`config.mk`:
```
export PLATFORM = sky130hd
export DESIGN_NAME = fb_writer
export DESIGN_NICKNAME = d
export VERILOG_FILES = /design/src/rtl/fb_writer.sv
export SDC_FILE = /design/constraint.sdc
export NUM_CORES = 1
export LEC_CHECK = 0
export BUFFER_PORTS_ARGS = -buffer_cell sky130_fd_sc_hd__buf_2
export CAP_MARGIN = 10
export CELL_PAD_IN_SITES_DETAIL_PLACEMENT = 1
export CELL_PAD_IN_SITES_GLOBAL_PLACEMENT = 1
export CORE_MARGIN = 5
export CORE_UTILIZATION = 59
export DETAILED_ROUTE_END_ITERATION = 8
export GPL_ROUTABILITY_DRIVEN = 1
export GPL_TIMING_DRIVEN = 0
export PLACE_DENSITY_LB_ADDON = 0.1
export SLEW_MARGIN = 15
export SYNTH_ARGS = -nofsm -noshare
export SYNTH_HDL_FRONTEND = slang
export SYNTH_SLANG_ARGS = --single-unit
```
`constraint.sdc`:
```
create_clock -name clk -period 8.92 [get_ports clk]
set_input_delay 1.338 -clock clk [delete_from_list [all_inputs] [get_ports clk]]
set_output_delay 1.338 -clock clk [all_outputs]
set_load 0.005 [all_outputs]
```
`src/rtl/fb_writer.sv`:
```
// fb_writer: buffers on-screen PPU pixels in a small FIFO and drains them to
// the framebuffer one write at a time over a level request / pulse ack port.
// It also back-pressures the tick generator, flags lost pixels and marks the
// end of each frame.
module fb_writer #(
    parameter int          DEPTH = 16,
    parameter logic [21:0] BASE  = 22'h000000,
    parameter int          HIWAT = DEPTH - 4
) (
    input  logic        clk,
    input  logic        reset,
    input  logic [8:0]  outx,
    input  logic [8:0]  outy,
    input  logic        pxvalid,
    input  logic [23:0] pix,
    output logic        stall,
    output logic [21:0] fbaddr,
    output logic [23:0] fbdata,
    output logic        fbreq,
    input  logic        fback,
    output logic        frame,
    output logic        overflow
);

    localparam int AW = $clog2(DEPTH);
    localparam int CW = AW + 1;
    localparam int EW = 40;

    typedef enum logic [0:0] {
        IDLE = 1'b0,
        REQ  = 1'b1
    } state_t;

    state_t          state_r;
    state_t          state_nx_s;
    logic [EW-1:0]   mem_r [DEPTH];
    logic [AW-1:0]   wr_ptr_r;
    logic [AW-1:0]   rd_ptr_r;
    logic [CW-1:0]   count_r;

    logic            in_win_s;
    logic            full_s;
    logic            empty_s;
    logic            push_s;
    logic            pop_s;
    logic            drop_s;
    logic            load_s;
    logic [EW-1:0]   head_s;
    logic [21:0]     addr_s;
    logic            last_px_s;

    // Pixel window qualification and FIFO push/drop decisions.
    always_comb begin
        in_win_s = pxvalid && (outx < 9'd256) && (outy < 9'd240);
        full_s   = (count_r == CW'(DEPTH));
        empty_s  = (count_r == {CW{1'b0}});
        // A pop on this edge frees a slot, so a full FIFO can still take the pixel.
        push_s   = in_win_s && (!full_s || pop_s);
        drop_s   = in_win_s && full_s && !pop_s;
    end

    // FIFO head decode: entry layout is {y[7:0], x[7:0], pix}.
    always_comb begin
        head_s    = mem_r[rd_ptr_r];
        addr_s    = BASE + {6'b000000, head_s[39:32], head_s[31:24]};
        last_px_s = (head_s[39:32] == 8'd239) && (head_s[31:24] == 8'd255);
    end

    // Write FSM next-state: IDLE loads a write from the head, REQ waits for ack.
    always_comb begin
        state_nx_s = state_r;
        load_s     = 1'b0;
        pop_s      = 1'b0;
        case (state_r)
            IDLE: begin
                if (!empty_s) begin
                    load_s     = 1'b1;
                    state_nx_s = REQ;
                end else begin
                    state_nx_s = IDLE;
                end
            end
            REQ: begin
                if (fback) begin
                    pop_s      = 1'b1;
                    state_nx_s = IDLE;
                end else begin
                    state_nx_s = REQ;
                end
            end
            default: begin
                state_nx_s = IDLE;
            end
        endcase
    end

    // FSM state register.
    always_ff @(posedge clk or posedge reset) begin
        if (reset) begin
            state_r <= IDLE;
        end else begin
            state_r <= state_nx_s;
        end
    end

    // FIFO storage; contents need no reset because count gates every read.
    always_ff @(posedge clk) begin
        if (push_s) begin
            mem_r[wr_ptr_r] <= {outy[7:0], outx[7:0], pix};
        end
    end

    // FIFO pointers and occupancy; pointers wrap naturally at the power-of-two depth.
    always_ff @(posedge clk or posedge reset) begin
        if (reset) begin
            wr_ptr_r <= {AW{1'b0}};
            rd_ptr_r <= {AW{1'b0}};
            count_r  <= {CW{1'b0}};
        end else begin
            if (push_s) begin
                wr_ptr_r <= wr_ptr_r + AW'(1'b1);
            end
            if (pop_s) begin
                rd_ptr_r <= rd_ptr_r + AW'(1'b1);
            end
            case ({push_s, pop_s})
                2'b10:   count_r <= count_r + CW'(1'b1);
                2'b01:   count_r <= count_r - CW'(1'b1);
                default: count_r <= count_r;
            endcase
        end
    end

    // Framebuffer write port; address and data hold their last value between writes.
    always_ff @(posedge clk or posedge reset) begin
        if (reset) begin
            fbreq  <= 1'b0;
            fbaddr <= 22'h000000;
            fbdata <= 24'h000000;
        end else if (load_s) begin
            fbreq  <= 1'b1;
            fbaddr <= addr_s;
            fbdata <= head_s[23:0];
        end else if (pop_s) begin
            fbreq  <= 1'b0;
        end
    end

    // End-of-frame pulse follows the acknowledged write of the last pixel.
    always_ff @(posedge clk or posedge reset) begin
        if (reset) begin
            frame <= 1'b0;
        end else begin
            frame <= pop_s && last_px_s;
        end
    end

    // Back-pressure is registered from the current occupancy.
    always_ff @(posedge clk or posedge reset) begin
        if (reset) begin
            stall <= 1'b0;
        end else begin
            stall <= (count_r >= CW'(HIWAT));
        end
    end

    // Sticky pixel-loss flag; only reset clears it.
    always_ff @(posedge clk or posedge reset) begin
        if (reset) begin
            overflow <= 1'b0;
        end else if (drop_s) begin
            overflow <= 1'b1;
        end else begin
            overflow <= overflow;
        end
    end

endmodule

```
[Yosys cells after proc, flatten, opt, wreduce, memory -nomap -nowiden]
Memories as Yosys holds them, arrays and structs flattened.
Cells that the tools add are included.
Operators by class
  $add $sub $neg: 4
  order comparisons: 3
  equality and inequality tests: 5
  multiplexer cells: 11
  bitwise logic cells: 1
  reduce and logical (&&, ||, !) cells: 13
Operators with widths (count)
  $eq A8 B8 Y1 const B: 2
  $pmux W5 S2: 1
  $lt A9 B8 Y1 const B: 1
  $lt A9 B9 Y1 const B: 1
  $mux W1: 9
  $add A4 B1 Y4 const B: 2
  $logic_and A1 B1 Y1: 7
  $add A5 B1 Y5 const B: 1
  $eq A5 B5 Y1 const B: 1
  $ge A5 B4 Y1 const B: 1
  $logic_not A5 Y1: 1
  $sub A5 B1 Y5 const B: 1
  $reduce_bool A2 Y1: 2
  $eq A2 B1 Y1 const B: 1
  $eq A2 B2 Y1 const B: 1
  $logic_not A1 Y1: 2
  $pmux W1 S2: 1
  $logic_or A1 B1 Y1: 1
  $not A1 Y1: 1
Word-level totals
  register bits after elaboration: 58
  memory bits (writable): 640
  memories kept: 1
Memory list
  mem_r: depth 16, width 40, rd ports 1, clocked after memory_dff 0, wr ports 1, line 36  | logic [EW-1:0] mem_r [DEPTH];

[Logic depth before layout (Yosys ltp)]
  word-level depth: 6
  depth in mapped cells: 15

[Worst setup path before layout]
Ideal clock, no wire load.
  kind: input to register
  from: input fback
  to: memory mem_r[10][0] (enable)
  library setup time: 0.401 ns
  arrival time: 3.348 ns
  slack: 5.171 ns
  stages on the path: 7
  cells stage by stage: nand2_1 nand4b_1 nor2b_1 clkbuf_1 inv_1 nor3b_1 and2_1
On the way
  word-level cells in the longest chain between the ends: 6
Ends and longest elaborated chain
  from (decl): line 20  | input logic fback,
  $mux W1: line 84  | if (fback) begin
  $mux W1: line 74  | case (state_r)
  $logic_or A1 B1 Y1: line 58  | push_s = in_win_s && (!full_s || pop_s);
  $logic_and A1 B1 Y1: line 58
  $mux W1: line 108  | if (push_s) begin
  $mux W1 (not written as such): line 109  | mem_r[wr_ptr_r] <= {outy[7:0], outx[7:0], pix};
  to (decl): line 36
No other way between the ends.

[Worst setup path after layout]
  from: input outy[4]
  to: memory mem_r[11][29] (enable)
On the way
  word-level cells in the longest chain between the ends: 5
Ends and longest elaborated chain
  from (decl): line 13  | input logic [8:0] outy,
  $lt A9 B8 Y1: line 54  | in_win_s = pxvalid && (outx < 9'd256) && (outy < 9'd240);
  $logic_and A1 B1 Y1: line 54
  $logic_and A1 B1 Y1: line 58
  $mux W1: line 108
  $mux W1 (not written as such): line 109
No other way between the ends.

==> results.py <==
metrics = {
    "drt": {
        "firstDrtPassIters": 5,
        "vias": 13610,
        "wl_per_cell_um": 33.66,
        "vias_per_cell": 6.584,
        "antenna_left": 0,
        "drt_wl_total_mm": 69.59,
        "drtIter0Drc": 1716,
        "drc_errors": 0,
    },
    "logic_synthesis": {
        "ys_seq_area_share_pct": 77.49,
        "synth_seq_cells": 698,
        "syn_area_per_cell_um2": 21.79,
        "synthArstFlopShare_pct": 8.309,
        "netlist_instances": 1224,
        "ys.flop_type": "edfxtp_1",
        "synth.distinct_cells": 43,
        "yosys_warnings": 0,
        "syn_area_um2": 26670,
        "synth_edf_count": 640,
    },
    "floorplan": {
        "die_height_um": 222.6,
        "fp.dieW_um": 222.6,
        "coreArea_um2": 45090,
        "dieArea_um2": 49560,
        "start_util_pct": 59.16,
        "rows": 78,
        "pin_count": 96,
    },
    "final_layout": {
        "mostFrequentLayoutCells": "640 x edfxtp_1, 152 x mux4_2, 99 x buf_2, 71 x clkbuf_16, 58 x dfrtp_1",
        "drive_gt1_share_pct": 30.31,
        "layout_commonest_cell": "edfxtp_1",
        "nets": 1463,
        "utilization_pct": 67.82,
        "areaGrowthSynthToFinish_pct": 14.63,
    },
    "global_route": {
        "grt_start_max_net_pins": 42,
        "grt_pass1_wl_mm": 101.8,
        "grt_pass1_vias": 14460,
        "grt_overflow": 0,
        "antenna_found_initial": 4,
        "grt.total_usage_pct": 28.51,
    },
    "worst_setup_path": {
        "crit_path_end_kind": "flip-flop",
        "critical-path-top-delay-family": "simple AND/OR/NAND/NOR gates",
        "crit_fanout": 24,
        "critPathMaxStageDelay_ns": 0.52,
        "criticalPathCategory": "in2reg",
        "critPathBufInv": 4,
        "worst-endpoint-required_ns": 9.20,
        "cp-start-kind": "input pin",
        "path_cells": "buf_2 -> nand4_1 -> nand3_1 -> nor2b_1 -> clkbuf_1 -> inv_1 -> nor3b_1 -> and2_4 -> buf_12",
        "critPathSlowestCell": "nor3b_1",
        "crit_arrival_ns": 4.29,
    },
    "sta": {
        "fin_setup_tns_ns": 0,
        "slew_viol_final": 0,
        "layout_worst_path_cycle_share_pct": 44.96,
        "fmax_ghz": 0.2493,
        "rsz0062_at_grt": "no",
        "min_period_ns": 4.011,
        "slew_headroom_pct": 26.28,
        "hold_violations": 0,
        "worst_slew_pin_slew_ns": 1.106,
        "finalClockSkew_ns": 0.02954,
        "setup_violations": 0,
    },
    "min_path": {
        "min_path_type": "reg2reg",
    },
    "cts": {
        "clockBufferDepth": 3,
        "clkLatencyLatePin_ns": 0.62,
        "postCtsSetupBuffers": 0,
        "path_clk_slew_ns": 0.06,
        "numCtsBuffers": 71,
        "h-tree-depth": 3,
        "postCtsHoldBufs": 0,
        "cts_resized": 0,
        "cts_tree": "yes",
        "clock-root-buffer": "clkbuf_16",
        "cts.sinks": 698,
    },
    "placed_design": {
        "globalplace.congestion": 0.7659,
        "numPortBuffers": 89,
        "dp_hpwl_mm": 41.06,
    },
    "pwr": {
        "pwr-share-comb_pct": 28.2,
        "p_leak_nw": 10.18,
        "p_sw_share_pct": 30.17,
        "pwr-share-seq_pct": 41.2,
        "p_int_mw": 6.573,
        "powerDensity_nw_per_um2": 307.8,
        "p_switching_mw": 2.840,
        "power.share.clock_pct": 30.6,
        "vdd_ir_drop_max_uv": 183.2,
    },
    "job": {
        "cap_viol_max_count": 0,
    },
    "outcome": {
        "status": "finished, final reports clean",
    },
}
-- worst reg2reg max path, delay by kind of cell, from the launching register on --
family / cells / cell delay [ns]
DFF: 1 / 0.36
adders and majority gates: 2 / 0.42
AOI/OAI and AO/OA: 2 / 0.36
and+or+nand+nor: 5 / 0.87
xor gates and xnor gates: 2 / 0.37
buffers and inverters: 4 / 0.94
-- logic make-up (layout without fill, tap and decap cells) --
group / after synthesis / after routing / synth area share [%]
flops: 698 / 698 / 77.49
mux: 212 / 212 / 15.22
simple gates: 116 / 116 / 2.106
compound gates: 104 / 104 / 2.767
buf+inv: 73 / 309 / 1.637
xor+xnor: 12 / 12 / 0.3940
fa+ha+maj: 8 / 8 / 0.3753
other cells: 1 / 8 / 0.01406
-- flip-flops by register name (all words and copies together) (netlist names) --
signal    cells
mem_r       640
fbdata       24
fbaddr       16
count_r       5
rd_ptr_r      4
wr_ptr_r      4
fbreq         1
frame         1
overflow      1
stall         1
state_r       1
-- final cells by class --
type	count	area [um^2]
inverters	6	25.02
fillers	3595	14510
multi-input cells	458	5629
flip-flops and latches	698	20670
diodes	2	5.005
clock buffers	96	1931
clock inverters	33	311.5
repair buffers	107	842.1
plain buffers	67	414.1
well taps	600	750.7
-- routing by layer --
layer | part of all wire (%) | vias up | routed length [um] | GRT usage, %
li1 | - | 5446 | - | -
met1 | 39 | 7307 | 27410 | 40.50
met2 | 50 | 722 | 34720 | 46.04
met3 | 7.8 | 130 | 5446 | 6.011
met4 | 2.9 | 4 | 1989 | 7.826
met5 | 0.032 | - | 22 | 0
-- per-stage QoR --
step / std cells / hold WS (ns) / setup slack [ns] / power (mW) / instance area, um^2
after floorplan: 1229 / 0.4678 / 5.171 / 5.631 / 26690
after global placement: 1918 / 0.4581 / 3.138 / 6.473 / 27890
after detailed placement: 1936 / 0.4584 / 4.460 / 6.580 / 28330
after CTS: 2065 / 0.4794 / 5.037 / 9.478 / 30570
after global routing: 2066 / 0.5143 / 4.678 / 9.793 / 30580
final: 2067 / 0.4786 / 4.909 / 9.413 / 30580
-- Yosys cell counts, drive strengths merged (2+ instances only) --
library cell	number	share of area (%)
xor2	5	0.16
clkbuf	28	0.39
nor2	14	0.20
nor3	3	0.056
mux4	152	13
o21ai	31	0.58
mux2i	32	1.2
nand2b	4	0.094
nand3b	2	0.056
nor2b	7	0.16
nand3	2	0.038
a21o	2	0.056
and2	17	0.40
xnor2	7	0.23
edfxtp	640	72
ha	8	0.38
a22oi	31	0.87
nand2	54	0.76
o221ai	29	0.95
a31oi	2	0.047
a21oi	2	0.038
mux2	28	1.2
or2	2	0.047
buf	39	1.2
a211oi	2	0.056
dfrtp	58	5.4
nand4	7	0.16
inv	5	0.070
-- path summary, 6_finish.rpt --
path                            slack [ns]  cells past startpoint              startpoint                 endpoint
worst max-delay path                  4.91                      9                 outy[4]  mem_r[11][29]$_DFFE_PP_
worst min-delay path                  0.48                      2   fbdata[4]$_DFFE_PP0P_    fbdata[4]$_DFFE_PP0P_
worst max register to register        5.54                     15  count_r[2]$_DFFE_PP0P_   count_r[4]$_DFFE_PP0P_
worst min register to register        0.48                      2   fbdata[4]$_DFFE_PP0P_    fbdata[4]$_DFFE_PP0P_
max in group asynchronous             7.62                      3                   reset          frame$_DFF_PP0_
min in group asynchronous             0.71                      2                   reset    fbdata[3]$_DFFE_PP0P_
-- power groups by stage --
stage / clock network [mW] / logic (mW) / registers (mW)
6_report: 2.88 / 2.65 / 3.88
5_1_grt: 3.09 / 2.81 / 3.90
4_1_cts: 2.92 / 2.68 / 3.88
3_5_place_dp: 0 / 2.64 / 3.94
3_3_place_gp: 0 / 2.54 / 3.93
2_1_floorplan: 0 / 1.71 / 3.93
No activity file was read; power rests on OpenSTA's default activity.
